`config.mk`:
```
export PLATFORM = sky130hd
export DESIGN_NAME = dram_port_arbiter
export DESIGN_NICKNAME = d
export VERILOG_FILES = /design/src/rtl/dram_arb_pkg.sv /design/src/rtl/rr_pick.sv /design/src/rtl/dram_port_arbiter.sv
export SDC_FILE = /design/constraint.sdc
export NUM_CORES = 1
export LEC_CHECK = 0
export CELL_PAD_IN_SITES_DETAIL_PLACEMENT = 1
export CELL_PAD_IN_SITES_GLOBAL_PLACEMENT = 2
export CORE_ASPECT_RATIO = 1.75
export CORE_MARGIN = 2
export CORE_UTILIZATION = 23
export CTS_CLUSTER_SIZE = 10
export DETAILED_ROUTE_END_ITERATION = 12
export PLACE_DENSITY = 0.91
export REMOVE_ABC_BUFFERS = 1
export SLEW_MARGIN = 20
export SYNTH_ARGS = -nofsm -noshare
export SYNTH_HDL_FRONTEND = slang
export SYNTH_SLANG_ARGS = --single-unit
```
`constraint.sdc`:
```
create_clock -name clk -period 8.6 [get_ports clk]
set_clock_uncertainty 0.15 [all_clocks]
set_input_delay 1.29 -clock clk [delete_from_list [all_inputs] [get_ports clk]]
set_output_delay 1.29 -clock clk [all_outputs]
set_load 0.1 [all_outputs]
```
`src/rtl/dram_arb_pkg.sv`:
```
// dram_arb_pkg
//   Shared definitions for the N-port DRAM arbiter slice:
//     - arb_state_t : arbiter FSM encoding (IDLE, BUSY_RD, BUSY_WR, DONE)
//     - MAX_PORTS   : largest supported client count
//     - port_onehot : index -> one-hot port mask (MAX_PORTS wide, callers truncate)
//   Optional build macro used by the arbiter: DRAM_ARB_PORT0_PRIO_EN.
package dram_arb_pkg;

    localparam int MAX_PORTS = 8;

    typedef enum logic [1:0] {
        ST_IDLE    = 2'd0,
        ST_BUSY_RD = 2'd1,
        ST_BUSY_WR = 2'd2,
        ST_DONE    = 2'd3
    } arb_state_t;

    // Out-of-range indices yield an all-zero mask rather than wrapping.
    function automatic logic [MAX_PORTS-1:0] port_onehot(input int unsigned idx);
        port_onehot = '0;
        if (idx < MAX_PORTS) begin
            port_onehot = MAX_PORTS'(1) << idx;
        end
    endfunction

endpackage

```
`src/rtl/rr_pick.sv`:
```
// rr_pick
//   Combinational round-robin selector: finds the first set bit of `pending`
//   at or after `ptr`, wrapping from NUM_PORTS-1 back to 0.
// Ports:
//   pending  in   NUM_PORTS  candidate ports
//   ptr      in   PTR_W      search start position (0..NUM_PORTS-1)
//   found    out  1          at least one pending port
//   idx      out  PTR_W      selected port (0 when nothing is pending)
module rr_pick
    import dram_arb_pkg::*;
#(
    parameter int NUM_PORTS = 4,
    parameter int PTR_W     = 3
) (
    input  logic [NUM_PORTS-1:0] pending,
    input  logic [PTR_W-1:0]     ptr,
    output logic                 found,
    output logic [PTR_W-1:0]     idx
);

    always_comb begin
        int unsigned          cand;
        logic [NUM_PORTS-1:0] cand_oh;
        found   = 1'b0;
        idx     = '0;
        cand    = 0;
        cand_oh = '0;
        for (int unsigned i = 0; i < NUM_PORTS; i++) begin
            cand    = (32'(ptr) + i) % NUM_PORTS;
            cand_oh = NUM_PORTS'(port_onehot(cand));
            if (!found && (|(pending & cand_oh))) begin
                found = 1'b1;
                idx   = PTR_W'(cand);
            end
        end
    end

endmodule

```
`src/rtl/dram_port_arbiter.sv`:
```
// dram_port_arbiter
//   Multiplexes NUM_PORTS client masters onto the single sdram_controller3
//   request interface. Round-robin grant, one transaction outstanding, and the
//   completion pulse is routed back to the granted port only.
//
// Handshake: clients hold req_read/req_write as levels together with a stable
//   addr/wdata slice until their rdata_valid/write_complete bit pulses for one
//   cycle; the request must be dropped the cycle after the pulse. Towards the
//   controller, dram_req_* is a level held with stable dram_addr/dram_data_in
//   until the matching done pulse (dram_data_out_valid / dram_write_complete).
//
// Build option: DRAM_ARB_PORT0_PRIO_EN -- a pending port 0 request wins in IDLE
//   regardless of the round-robin pointer; the pointer then does not advance.
//
// Ports:
//   clk, rst             clock, asynchronous active-high reset
//   req_read/req_write   per-port request levels (write wins when both set)
//   addr, wdata          per-port packed address / write data
//   rdata                shared read data
//   rdata_valid          one-cycle pulse to the granted reader
//   write_complete       one-cycle pulse to the granted writer
//   dram_*               controller request side
//   dbg_state            current FSM state
module dram_port_arbiter
    import dram_arb_pkg::*;
#(
    parameter int NUM_PORTS  = 4,
    parameter int ADDR_WIDTH = 24,
    parameter int DATA_WIDTH = 32,
    parameter int PTR_W      = 3
) (
    input  logic                            clk,
    input  logic                            rst,
    input  logic [NUM_PORTS-1:0]            req_read,
    input  logic [NUM_PORTS-1:0]            req_write,
    input  logic [NUM_PORTS*ADDR_WIDTH-1:0] addr,
    input  logic [NUM_PORTS*DATA_WIDTH-1:0] wdata,
    output logic [DATA_WIDTH-1:0]           rdata,
    output logic [NUM_PORTS-1:0]            rdata_valid,
    output logic [NUM_PORTS-1:0]            write_complete,
    output logic [ADDR_WIDTH-1:0]           dram_addr,
    output logic [DATA_WIDTH-1:0]           dram_data_in,
    output logic                            dram_req_read,
    output logic                            dram_req_write,
    input  logic [DATA_WIDTH-1:0]           dram_data_out,
    input  logic                            dram_data_out_valid,
    input  logic                            dram_write_complete,
    output arb_state_t                      dbg_state
);

    arb_state_t           state;
    arb_state_t           state_next;
    logic [PTR_W-1:0]     ptr;
    logic [PTR_W-1:0]     ptr_next;
    logic [PTR_W-1:0]     grant;
    logic [NUM_PORTS-1:0] grant_oh;
    logic [NUM_PORTS-1:0] done_mask;
    logic [NUM_PORTS-1:0] pending;
    logic                 rr_found;
    logic [PTR_W-1:0]     rr_idx;
    logic                 pick_found;
    logic [PTR_W-1:0]     pick_idx;
    logic [NUM_PORTS-1:0] pick_oh;
    logic                 pick_is_write;
    logic [ADDR_WIDTH-1:0] sel_addr;
    logic [DATA_WIDTH-1:0] sel_wdata;

    // The port just served is masked for one cycle so a client that has not
    // yet dropped its request is not immediately re-granted.
    assign pending = (req_read | req_write) & ~done_mask;

    rr_pick #(
        .NUM_PORTS (NUM_PORTS),
        .PTR_W     (PTR_W)
    ) u_rr_pick (
        .pending (pending),
        .ptr     (ptr),
        .found   (rr_found),
        .idx     (rr_idx)
    );

`ifdef DRAM_ARB_PORT0_PRIO_EN
    logic prio_hit;
    logic rr_grant;   // current grant came from the round-robin path

    assign prio_hit   = pending[0];
    assign pick_found = rr_found | prio_hit;
    assign pick_idx   = prio_hit ? '0 : rr_idx;
`else
    assign pick_found = rr_found;
    assign pick_idx   = rr_idx;
`endif

    assign pick_oh       = NUM_PORTS'(port_onehot(32'(pick_idx)));
    assign grant_oh      = NUM_PORTS'(port_onehot(32'(grant)));
    assign pick_is_write = |(req_write & pick_oh);
    assign ptr_next      = (grant == PTR_W'(NUM_PORTS - 1)) ? '0 : grant + PTR_W'(1);
    assign dbg_state     = state;

    // One-hot mux of the selected port's address/data slice.
    always_comb begin
        sel_addr  = '0;
        sel_wdata = '0;
        for (int p = 0; p < NUM_PORTS; p++) begin
            if (pick_oh[p]) begin
                sel_addr  = addr[p*ADDR_WIDTH +: ADDR_WIDTH];
                sel_wdata = wdata[p*DATA_WIDTH +: DATA_WIDTH];
            end
        end
    end

    // Next-state logic; mismatched or unsolicited done pulses never move the FSM.
    always_comb begin
        state_next = state;
        case (state)
            ST_IDLE: begin
                if (pick_found) begin
                    state_next = pick_is_write ? ST_BUSY_WR : ST_BUSY_RD;
                end
            end
            ST_BUSY_RD: begin
                if (dram_data_out_valid) begin
                    state_next = ST_DONE;
                end
            end
            ST_BUSY_WR: begin
                if (dram_write_complete) begin
                    state_next = ST_DONE;
                end
            end
            ST_DONE: begin
                state_next = ST_IDLE;
            end
            default: begin
                state_next = ST_IDLE;
            end
        endcase
    end

    always_ff @(posedge clk or posedge rst) begin
        if (rst) begin
            state <= ST_IDLE;
        end else begin
            state <= state_next;
        end
    end

    // Registered datapath: the controller sees the request one cycle after
    // the grant decision, and clients see completion one cycle after the
    // controller's done pulse.
    always_ff @(posedge clk or posedge rst) begin
        if (rst) begin
            ptr            <= '0;
            grant          <= '0;
            done_mask      <= '0;
            rdata          <= '0;
            rdata_valid    <= '0;
            write_complete <= '0;
            dram_addr      <= '0;
            dram_data_in   <= '0;
            dram_req_read  <= 1'b0;
            dram_req_write <= 1'b0;
`ifdef DRAM_ARB_PORT0_PRIO_EN
            rr_grant       <= 1'b0;
`endif
        end else begin
            rdata_valid    <= '0;
            write_complete <= '0;
            done_mask      <= '0;
            case (state)
                ST_IDLE: begin
                    if (pick_found) begin
                        grant          <= pick_idx;
                        dram_addr      <= sel_addr;
                        dram_data_in   <= sel_wdata;
                        dram_req_write <= pick_is_write;
                        dram_req_read  <= ~pick_is_write;
`ifdef DRAM_ARB_PORT0_PRIO_EN
                        rr_grant       <= ~prio_hit;
`endif
                    end
                end
                ST_BUSY_RD: begin
                    if (dram_data_out_valid) begin
                        rdata         <= dram_data_out;
                        rdata_valid   <= grant_oh;
                        dram_req_read <= 1'b0;
                        done_mask     <= grant_oh;
                    end
                end
                ST_BUSY_WR: begin
                    if (dram_write_complete) begin
                        write_complete <= grant_oh;
                        dram_req_write <= 1'b0;
                        done_mask      <= grant_oh;
                    end
                end
                ST_DONE: begin
`ifdef DRAM_ARB_PORT0_PRIO_EN
                    if (rr_grant) begin
                        ptr <= ptr_next;
                    end
`else
                    ptr <= ptr_next;
`endif
                end
                default: begin
                end
            endcase
        end
    end

endmodule

```
# --- After elaboration in Yosys (flattened, before gate mapping) ---
# Index checks and enable logic that the tools add are counted.
word_totals:
  output_inout_bits: 100
  ff_bits: 108
op_classes:
  mux: 37
  bitwise: 9
  add_sub_neg: 4
  shift: 6
  reduce_logical: 19
  n_eq_ne: 7
  magnitude_cmp: 4
ops:
  columns: ["cell", "n"]
  rows:
  - ["$mux W32", 4]
  - ["$mux W24", 4]
  - ["$mux W4", 8]
  - ["$and A4 B4 Y4", 6]
  - ["$shl A1 B2 Y4 const A", 6]
  - ["$reduce_or A4 Y1", 5]
  - ["$mux W2", 9]
  - ["$lt A2 B4 Y1 const B", 4]
  - ["$reduce_and A3 Y1", 3]
  - ["$mux W1", 8]
  - ["$pmux W2 S4", 1]
  - ["$pmux W4 S2", 1]
  - ["$eq A2 B2 Y1 const B", 3]
  - ["$ne A2 B2 Y1 const B", 3]
  - ["$add A2 B1 Y2 const B", 2]
  - ["$add A2 B2 Y2 const B", 2]
  - ["$not A4 Y4", 1]
  - ["$or A4 B4 Y4", 1]
  - ["$pmux W1 S2", 2]
  - ["$reduce_and A2 Y1", 2]
  - ["$reduce_bool A2 Y1", 2]
  - ["$logic_and A1 B1 Y1", 3]
  - ["$logic_not A1 Y1", 3]
  - ["$eq A2 B1 Y1 const B", 1]
  - ["2 further kinds", 2]

# --- Logic depth before layout (Yosys ltp) ---
# Gate-level depths: netlist of run 1.
logic_depth:
  word_depth: 20
  ltp_mapped: 14
  mapped_depth_nobuf: 9

# --- By module ---
# Synthesis of run 1 repeated with hierarchy kept, for this count alone.
hier_totals:
  hier_cells: 389
  area_unflattened_um2: 5761.8
by_module_without_submodules:
  columns: ["mod", "cells_per_inst", "instances", "area_per_inst_um2"]
  rows:
  - ["dram_port_arbiter", 359, 1, 5522.8]
  - ["rr_pick", 30, 1, 239.0]

# --- Worst setup path after synthesis of run 1 ---
# Ideal clock, no wire load.
synth_timing:
  kind: "in2reg"
  startpoint: "in req_write[3]"
  endpoint: "reg dram_data_in[17]"
  setup_ps: 120
  cell_stages: 11
  setup_slack_ps: 5188
  arrival_ps: 3142
  cell_sequence: "o21ba_2 -> a22oi_4 -> nand2_4 -> and3_1 -> a2111o_1 -> buf_2 -> buf_6 -> buf_6 -> mux2i_1 -> o22ai_1 -> a21o_1"
synth_via:
  elab_chain_len: 19
  elab_cells_between_ends: 30
synth_lines:
  columns: ["item", "line", "source"]
  rows:
  - ["start: declaration", "dram_port_arbiter.sv:35", "input logic [NUM_PORTS-1:0] req_write,"]
  - ["$or A4 B4 Y4 *", "dram_port_arbiter.sv:70", "assign pending = (req_read | req_write) & ~done_mask;"]
  - ["$and A4 B4 Y4 *", "dram_port_arbiter.sv:70", null]
  - ["$and A4 B4 Y4", "rr_pick.sv:31", "if (!found && (|(pending & cand_oh))) begin"]
  - ["$reduce_or A4 Y1", "rr_pick.sv:31", null]
  - ["$mux W1", "rr_pick.sv:31", null]
  - ["$logic_not A1 Y1", "rr_pick.sv:31", null]
  - ["$logic_and A1 B1 Y1", "rr_pick.sv:31", null]
  - ["$mux W1", "rr_pick.sv:31", null]
  - ["$logic_not A1 Y1", "rr_pick.sv:31", null]
  - ["$logic_and A1 B1 Y1", "rr_pick.sv:31", null]
  - ["$mux W1", "rr_pick.sv:31", null]
  - ["$logic_not A1 Y1", "rr_pick.sv:31", null]
  - ["$logic_and A1 B1 Y1", "rr_pick.sv:31", null]
  - ["$mux W2", "rr_pick.sv:31", null]
  - ["$shl A1 B2 Y4", "dram_arb_pkg.sv:22", "port_onehot = MAX_PORTS'(1) << idx;"]
  - ["$mux W32 (4 in series)", "dram_port_arbiter.sv:105", "if (pick_oh[p]) begin"]
  - ["end signal: assignment", "dram_port_arbiter.sv:175", "dram_data_in <= sel_wdata;"]
  - ["end: declaration", "dram_port_arbiter.sv:42", "output logic [DATA_WIDTH-1:0] dram_data_in,"]
# Every way passes the cells marked *; elsewhere a longest branch is shown, timed or not.
# A chain may end at the register's enable or synchronous reset.

# --- Worst setup path in the final report of run 1 ---
layout_timing:
  startpoint: "in req_write[1]"
  endpoint: "reg dram_addr[3]"
layout_via:
  elab_chain_len: 19
  elab_cells_between_ends: 30
layout_lines:
  columns: ["item", "line", "source"]
  rows:
  - ["$or A4 B4 Y4 *", "dram_port_arbiter.sv:70", null]
  - ["$and A4 B4 Y4 *", "dram_port_arbiter.sv:70", null]
  - ["$and A4 B4 Y4", "rr_pick.sv:31", null]
  - ["$reduce_or A4 Y1", "rr_pick.sv:31", null]
  - ["$mux W1", "rr_pick.sv:31", null]
  - ["$logic_not A1 Y1", "rr_pick.sv:31", null]
  - ["$logic_and A1 B1 Y1", "rr_pick.sv:31", null]
  - ["$mux W1", "rr_pick.sv:31", null]
  - ["$logic_not A1 Y1", "rr_pick.sv:31", null]
  - ["$logic_and A1 B1 Y1", "rr_pick.sv:31", null]
  - ["$mux W1", "rr_pick.sv:31", null]
  - ["$logic_not A1 Y1", "rr_pick.sv:31", null]
  - ["$logic_and A1 B1 Y1", "rr_pick.sv:31", null]
  - ["$mux W2", "rr_pick.sv:31", null]
  - ["$shl A1 B2 Y4", "dram_arb_pkg.sv:22", null]
  - ["$mux W24 (4 in series)", "dram_port_arbiter.sv:105", null]
  - ["end signal: assignment", "dram_port_arbiter.sv:174", "dram_addr <= sel_addr;"]
  - ["end: declaration", "dram_port_arbiter.sv:41", "output logic [ADDR_WIDTH-1:0] dram_addr,"]
# Marked as above.

==> flow_summary.yaml, run 1 <==
outcome:
  status: "complete, no violations"
logic_synthesis:
  synth_top_cell_by_area: "dfrtp_1"
  syn-cell-area_sq_um: 6010
  syn_avg_cell_area_sq_um: 11.6
  synthDistinctLibCells: 43
  ys.flop_type: "dfrtp_1"
  syn_inst: 518
  synth.area.top_cells: "dfrtp_1 45%, mux2i_1 19%, a21o_1 7.2%, mux2_2 6.2%, o22ai_1 5.9%"
  yosysSeqAreaShare_pct: 45.0
  synth_top_area_share_pct: 45.0
  synth_most_common_cell: "mux2i_1"
  ys_warn_count: 0
  async_flop_share_pct: 100
  synth-seq-cells: 108
  synth-edff-count: 0
  synth_common_cells: "112 x mux2i_1, 108 x dfrtp_1, 58 x a21o_1"
clock_network:
  cts_setup_buffers: 0
  numCtsBuffers: 9
  cts_sinks: 108
  cts.clk_slew.worst_paths_ns: 0.07
  cts-htree-levels: 3
  cts_buffer_depth: 2
  clockRootBuffer: "clkbuf_16"
  cts_tree: "yes"
  ctsHoldBuffers: 0
  post_cts_resized: 0
  clkLatencyLatePin_ns: 0.35
final_layout:
  syn_to_final_growth_pct: 71.6
  fin_cells: 1192
  regArea_sq_um: 2700
  nFillCells: 2820
  layout-drive-gt1-share_pct: 8.39
  nNetsFinal: 1147
  multi_input_area_sq_um: 3070
critical_path:
  timing.rr.end: "dram_addr[3]"
  worstSetupPathType: "input port to flop"
  arrival_ns: 4.45
  cp-start-kind: "input port"
  endpoint_kind: "flop"
  critPathSlowestCell: "buf_4"
  required_ns: 8.70
  crit_chain: "clkdlybuf4s50_1, o21ba_2, nand2_1, nand4_1, nor4_2, nor2_1, nand2b_2, buf_4, o22ai_1, a21o_1"
  crit_path_max_incr_delay_ns: 0.50
  r2r_slack_ns: 4.71
  worstPathMaxFanout: 37
  reg2reg_depth: 10
  regToRegStartpoint: "ptr[0]"
min_path:
  hp-start: "dram_data_in[16]"
  hold_depth: 1
  min_path_type: "flop to flop"
  holdPathEnd: "dram_data_in[16]"
die:
  initial_core_util_pct: 23.2
  std_cell_rows: 78
  ios: 368
  die_w_um: 126
  core_sq_um: 25900
  die_height_um: 218
  die-area_sq_um: 27500
routing:
  postRouteAntennaNets: 0
  drt_iter0_markers: 118
  first_pass_iters: 4
  vias: 5700
  vias_per_cell: 4.78
  wl_um: 25000
  drc_errors: 0
  routedWlPerCell_um: 21.0
sta:
  period_share_pct: 50.6
  fin_tns_setup_ns: 0
  period_needed_ns: 4.35
  slew-limit-headroom_pct: 25.0
  drv_slew: 0
  tightest_slew_ns: 1.12
  rsz0062_at_grt: "false"
  fmax_mhz: 230
  setup_viol: 0
  hold_viol: 0
global_routing:
  grt_start_max_net_pins: 62
  grt_pass1_vias: 6578
  grt_antenna_before_repair: 1
  grt_pass1_wl_um: 37600
  grt_overflow_total: 0
  gr-usage-all-layers_pct: 17.9
place:
  gp_routability_congestion: 0.862
  hpwl_um: 19500
  port_buffers: 367
  placed_cells: 1174
run:
  cap_viol_max_count: 0
## worst max-delay path: cells and delay by family
family          cells  cell delay, ns
compound gates      3            0.64
buf+inv             2            0.95
simple gates        5            1.51
## cells by family after synthesis
group	count (synthesis)	synth area share [%]
adders and majority gates	14	2.91
buffers and inverters	47	4.08
muxes	145	24.8
DFF	108	45.0
and+or+nand+nor	56	5.10
AOI/OAI and AO/OA	148	18.1
## cell usage in the layout (no fill, tap or decap), types with 2 or more instances in the layout
master / count
a22oi_4: 2
and3_1: 9
and2_1: 2
buf_4: 7
o21ai_0: 9
nand3_1: 2
nand2_1: 18
clkbuf_16: 9
nand2b_2: 2
o21ba_2: 2
inv_1: 8
dfrtp_1: 108
o21ba_4: 2
o21a_1: 4
diode_2: 2
ha_1: 14
bufinv_16: 4
mux2_2: 33
nand4_1: 4
a21o_1: 58
o22ai_1: 57
a21oi_1: 3
clkdlybuf4s50_1: 367
mux2i_1: 112
a41oi_1: 2
nor2b_1: 3
nor2_1: 6
## state kept, by name, summed over array words and instances (netlist names)
| register | count |
|---|---|
| write_complete | 4 |
| dbg_state | 2 |
| dram_addr | 24 |
| rdata | 32 |
| done_mask | 4 |
| grant | 2 |
| ptr | 2 |
| dram_data_in | 32 |
| dram_req_read | 1 |
| dram_req_write | 1 |
| rdata_valid | 4 |
## through the flow
stage | worst slack, ns | instance area (sq um) | util (%) | hold WS (ns)
2_1_floorplan | 1.89 | 5800 | - | 0.430
3_3_place_gp | 3.91 | 9940 | 38.4 | 0.308
3_5_place_dp | 3.88 | 9940 | 38.4 | 0.316
4_1_cts | 4.26 | 10300 | 39.9 | 0.333
5_1_grt | 3.95 | 10300 | 39.9 | 0.346
6_report | 4.25 | 10300 | 39.9 | 0.325
## metal layers
layer | routed length [um] | global-route usage [%] | vias up
li1 | - | - | 2623
met1 | 8600 | 18.0 | 2823
met2 | 14300 | 34.8 | 212
met3 | 1150 | 3.68 | 42
met4 | 951 | 7.99 | 0
met5 | 0 | 0 | -
## cell type report
class / count / area share (%)
Timing Repair Buffer: 374 / 36.1
Multi-Input combinational cell: 363 / 29.8
Sequential cell: 108 / 26.2
Tap cell: 320 / 3.88
Clock buffer: 10 / 2.32
Clock inverter: 6 / 1.30
Inverter: 9 / 0.352
Antenna cell: 2 / 0.0485
## how the worst max path moves through the flow
stage | start | end | slack (ns) | cells after the start
6_report | req_write[1] | dram_addr[3] | 4.25 | 10
5_1_grt | req_write[3] | dram_addr[3] | 3.95 | 10
4_1_cts | req_write[1] | dram_addr[3] | 4.26 | 10
3_5_place_dp | req_write[1] | dbg_state[0] | 3.88 | 9
3_3_place_gp | req_write[1] | dbg_state[0] | 3.91 | 9
2_1_floorplan | req_read[1] | dram_req_write | 1.89 | 7
Power of run 1 is left out: the tool's default activity adds up to more than one toggle a clock period on the data nets, which glitch-free logic cannot reach.
==> run 2, diff against run 1 <==
- CORE_UTILIZATION: 23 -> 22
- PLACE_DENSITY: 0.91 -> 0.87
- clock period: 8.6 -> 4.3 ns (I/O delays scaled with it)
==> run 2 against run 1 <==
Worst hold slack about the same. Global-route usage down 0.45 points. Critical path depth unchanged. Final cell count up 0.67%. Clock-buffer cell count up 4. Register-to-register slack worse by 3.9 ns. Non-clock buffer count up 3. Via count down 0.12%. Core utilization down 1.8 points. Sequential share of layout area about the same. Largest cell class unchanged.
==> flow_summary.yaml, run 2 (synthesis gave the netlist of run 1 again) <==
clock_network:
  clockRootBuffer: "clkbuf_16"
  cts_tree: "yes"
  cts.clk_slew.worst_paths_ns: 0.07
  cts_setup_buffers: 0
  ctsHoldBuffers: 0
  cts_buffer_depth: 2
  cts-htree-levels: 3
  post_cts_resized: 0
  cts_sinks: 108
  clkLatencyLatePin_ns: 0.35
  numCtsBuffers: 9
die:
  die-area_sq_um: 28700
  core_sq_um: 27000
  die_height_um: 223
  std_cell_rows: 80
  ios: 368
  initial_core_util_pct: 22.2
  die_w_um: 129
outcome:
  status: "complete, no violations"
final_layout:
  nNetsFinal: 1150
  reg.largest.list: "dram_data_in x32, rdata x32, dram_addr x24"
  layout-drive-gt1-share_pct: 8.26
  mostFrequentLayoutCells: "367 x clkdlybuf4s50_1, 112 x mux2i_1, 108 x dfrtp_1, 58 x a21o_1, 57 x o22ai_1"
  nFillCells: 2973
  syn_to_final_growth_pct: 71.4
  n_antenna_cell: 0
  layout_commonest_cell: "clkdlybuf4s50_1"
  fin_cells: 1200
global_routing:
  grt_pass1_wl_um: 37700
  grt_antenna_before_repair: 0
  grt_pass1_vias: 6547
  grt_overflow_total: 0
  gr-usage-all-layers_pct: 17.5
  grt_start_max_net_pins: 59
routing:
  first_pass_iters: 4
  routedWlPerCell_um: 20.7
  vias_per_cell: 4.74
  wl_um: 24800
  postRouteAntennaNets: 0
  drc_errors: 0
  drt_iter0_markers: 161
  vias: 5693
sta:
  period_needed_ns: 3.48
  rsz0062_at_grt: "false"
  period_share_pct: 80.8
  slew-limit-headroom_pct: 28.9
  setup_viol: 0
  drv_slew: 0
  tightest_slew_ns: 1.06
  hold_viol: 0
  fmax_mhz: 288
critical_path:
  regToRegStartpoint: "ptr[0]"
  endpoint_kind: "flop"
  crit_path_start: "ptr[0]"
  required_ns: 4.40
  cp-start-kind: "flop"
  arrival_ns: 3.58
  worstSetupPathType: "flop to flop"
  worstPathMaxFanout: 58
min_path:
  hp-start: "dram_data_in[0]"
  min_path_type: "flop to flop"
run:
  cap_viol_max_count: 0
place:
  hpwl_um: 19700
  port_buffers: 367
  gp_routability_congestion: 0.828
  placed_cells: 1185
[run 2: cell types whose count changed in the layout (fill, tap and decap cells not counted), moves of 2 or more]
cell	change
diode_2	-2
bufinv_16	-4
buf_12	+5
buf_4	-2
clkbuf_1	+3
[run 2: final timing paths]
path                                    end  slack, ns  cells past startpoint
max in group asynchronous  dram_data_in[27]       2.59                      3
max                           dram_addr[13]       0.82                     10
min reg2reg                 dram_data_in[0]       0.33                      1
max reg2reg                   dram_addr[13]       0.82                     10
min                         dram_data_in[0]       0.33                      1
min in group asynchronous     dram_addr[17]       0.58                      2
[run 2: layout make-up]
| cell class | count | area [sq um] | share of cell area, % |
|---|---|---|---|
| clock inverter | 1 | 7.51 | 0.0729 |
| timing repair buffer | 377 | 3810 | 37.0 |
| inverter | 9 | 36.3 | 0.352 |
| tap | 328 | 410 | 3.98 |
| sequential | 108 | 2700 | 26.2 |
| multi-input combinational | 363 | 3070 | 29.8 |
| clock buffer | 14 | 264 | 2.56 |
[run 2: metrics by stage]
stage | setup slack (ns) | TNS (ns) | util, % | hold WS (ns) | area [sq um]
after floorplan | -1.79 | -92.73 | - | 0.430 | 5800
after global placement | 0.684 | 0 | 37.1 | 0.308 | 10000
after detailed placement | 0.661 | 0 | 37.1 | 0.315 | 10000
after CTS | 0.811 | 0 | 38.1 | 0.331 | 10300
after global routing | 0.603 | 0 | 38.1 | 0.343 | 10300
final | 0.824 | 0 | 38.1 | 0.325 | 10300
[run 2: critical path: stages, from the launching register on]
cell and delay, ns:
dfrtp_1 0.59, inv_1 0.25, ha_1 0.35, nand2_1 0.11, nand4_1 0.29, nor4b_1 0.35
a2111o_2 0.21, buf_12 0.31, mux2i_1 0.36, o22ai_1 0.12, a21o_1 0.16
[run 2: per-layer routing]
metal | track usage [%] | part of all wire [%] | vias to the layer above
li1 | - | - | 2630
met1 | 17.8 | 35 | 2856
met2 | 33.7 | 58 | 173
met3 | 3.95 | 4.4 | 34
met4 | 6.24 | 2.8 | 0
met5 | 0 | 0 | -
Power of run 2 is left out for the same reason.
==> run 3, diff against run 2 <==
- CORE_UTILIZATION: 22 -> 19
- PLACE_DENSITY: 0.87 -> 0.81
- clock period: 4.3 -> 2.93 ns (I/O delays scaled with it)
==> run 3 against run 2 <==
Global-route usage down 2.2 points. First-iteration DRC count down 25%. Worst hold slack better by 0.0025 ns. Critical path depth up 1. Core utilization down 4.1 points. Highest routed layer unchanged.
==> flow_summary.yaml, run 3 (synthesis gave the netlist of run 1 again) <==
critical_path:
  reg2reg_depth: 11
  arrival_ns: 2.92
  cp_num_buf_inv: 3
  crit_path_start: "ptr[0]"
  worstPathMaxFanout: 12
  path_depth: 11
  crit_chain: "buf_4, ha_2, nand2_1, and4_4, and3_1, a2111o_2, buf_12, buf_12, mux2i_1, o22ai_1, a21o_1"
  path_delay_family: "compound AO/OA/AOI/OAI gates"
  timing.rr.end: "dram_addr[12]"
  regToRegStartpoint: "ptr[0]"
  required_ns: 3.05
  worstSetupPathType: "flop to flop"
  critPathCapture: "dram_addr[12]"
  cp-start-kind: "flop"
  endpoint_kind: "flop"
  crit_top_cell: "buf_12"
  critPathSlowestCell: "a2111o_2"
  r2r_slack_ns: 0.13
  crit_path_max_incr_delay_ns: 0.47
place:
  gp_routability_congestion: 0.845
  hpwl_um: 20700
  port_buffers: 367
run:
  cap_viol_max_count: 0
sta:
  fin_tns_setup_ns: 0
  slew-limit-headroom_pct: 56.6
  drv_slew: 0
  period_needed_ns: 2.80
  period_share_pct: 95.7
  fmax_mhz: 357
  rsz0062_at_grt: "true"
  hold_viol: 0
  tightest_slew_ns: 0.651
  setup_viol: 0
global_routing:
  grt_pass1_wl_um: 38200
  grt_overflow_total: 0
  gr-usage-all-layers_pct: 15.3
  grt_antenna_before_repair: 0
  grt_start_max_net_pins: 65
  grt_pass1_vias: 6566
die:
  initial_core_util_pct: 19.2
  core_sq_um: 31300
  die_w_um: 138
  std_cell_rows: 86
  die-area_sq_um: 33100
  ios: 368
  die_height_um: 239
routing:
  routedWlPerCell_um: 19.7
  vias: 5826
  drt_iter0_markers: 120
  drc_errors: 0
  vias_per_cell: 4.45
  wl_um: 25800
  postRouteAntennaNets: 0
  first_pass_iters: 4
clock_network:
  numCtsBuffers: 9
  cts-htree-levels: 3
  clockRootBuffer: "clkbuf_16"
  clkLatencyLatePin_ns: 0.36
  cts.clk_slew.worst_paths_ns: 0.08
  cts_tree: "yes"
  cts_sinks: 108
  ctsHoldBuffers: 0
  cts_buffer_depth: 2
final_layout:
  layout_commonest_cell: "clkdlybuf4s50_1"
  layout-drive-gt1-share_pct: 24.8
  n_antenna_cell: 0
  reg.largest.list: "dram_data_in x32, rdata x32, dram_addr x24"
  mostFrequentLayoutCells: "267 x clkdlybuf4s50_1, 135 x buf_4, 108 x mux2i_1, 107 x dfrtp_1, 58 x a21o_1"
  syn_to_final_growth_pct: 77.2
  nNetsFinal: 1190
  nFillCells: 3470
min_path:
  min_path_type: "input port to asynchronous set/reset pin"
outcome:
  status: "complete, no violations"
[run 3: cell count changes in the layout (fill, tap and decap cells not counted), sizes merged]
cell           delta
bufinv            +2
clkbuf            -3
buf             +140
clkdlybuf4s50   -100
clkinv            +3
clkinvlp          -1
[run 3: worst min-delay path by stage]
stage	endpoint	slack, ns	depth (start not counted)	from
floorplan	grant[1]	0.43	2	grant[1]
global placement	dram_data_in[25]	0.31	1	dram_data_in[25]
detailed placement	dram_data_in[30]	0.32	1	dram_data_in[30]
CTS	dram_data_in[0]	0.33	3	rst
global route	dram_data_in[0]	0.34	3	rst
finish	dram_data_in[0]	0.33	3	rst
[run 3: timing repair]
action                                  in CTS  in global routing
endpoints found under the setup margin       2                 60
setup buffers                                0                  6
gates resized for setup                      0                 12
pin swaps                                    1                  1
[run 3: tightest hold or removal path, delay by kind of cell]
kind                   cells  cell delay, ns
buffers and inverters      3            0.80
[run 3: through the flow]
step | instance area (sq um) | std cells | setup WS [ns] | utilization, % | hold slack, ns
floorplan | 5800 | 480 | -3.16 | - | 0.430
global placement | 10200 | 1287 | -0.246 | 32.7 | 0.312
detailed placement | 10200 | 1287 | -0.293 | 32.7 | 0.317
CTS | 10600 | 1303 | 0.00248 | 33.7 | 0.327
global route | 10700 | 1309 | 0.000511 | 34.0 | 0.341
finish | 10700 | 1309 | 0.126 | 34.0 | 0.328
[run 3: final cells by class]
type | count | area, sq um | area share, %
inverters | 9 | 36.3 | 0.341
well taps | 396 | 495 | 4.65
repair buffers | 417 | 3990 | 37.5
clock inverters | 5 | 75.1 | 0.705
multi-input cells | 363 | 3100 | 29.1
flip-flops and latches | 108 | 2700 | 25.4
clock buffers | 11 | 243 | 2.28
[run 3: per-layer routing]
| metal | vias to the layer above | GRT usage, % | share of wire [%] |
|---|---|---|---|
| met2 | 181 | 30.8 | 59 |
| met4 | 0 | 6.83 | 3.3 |
| met3 | 36 | 3.10 | 4.0 |
| met5 | - | 0 | 0 |
| li1 | 2706 | - | - |
| met1 | 2903 | 14.6 | 34 |
Power of run 3 is left out for the same reason.
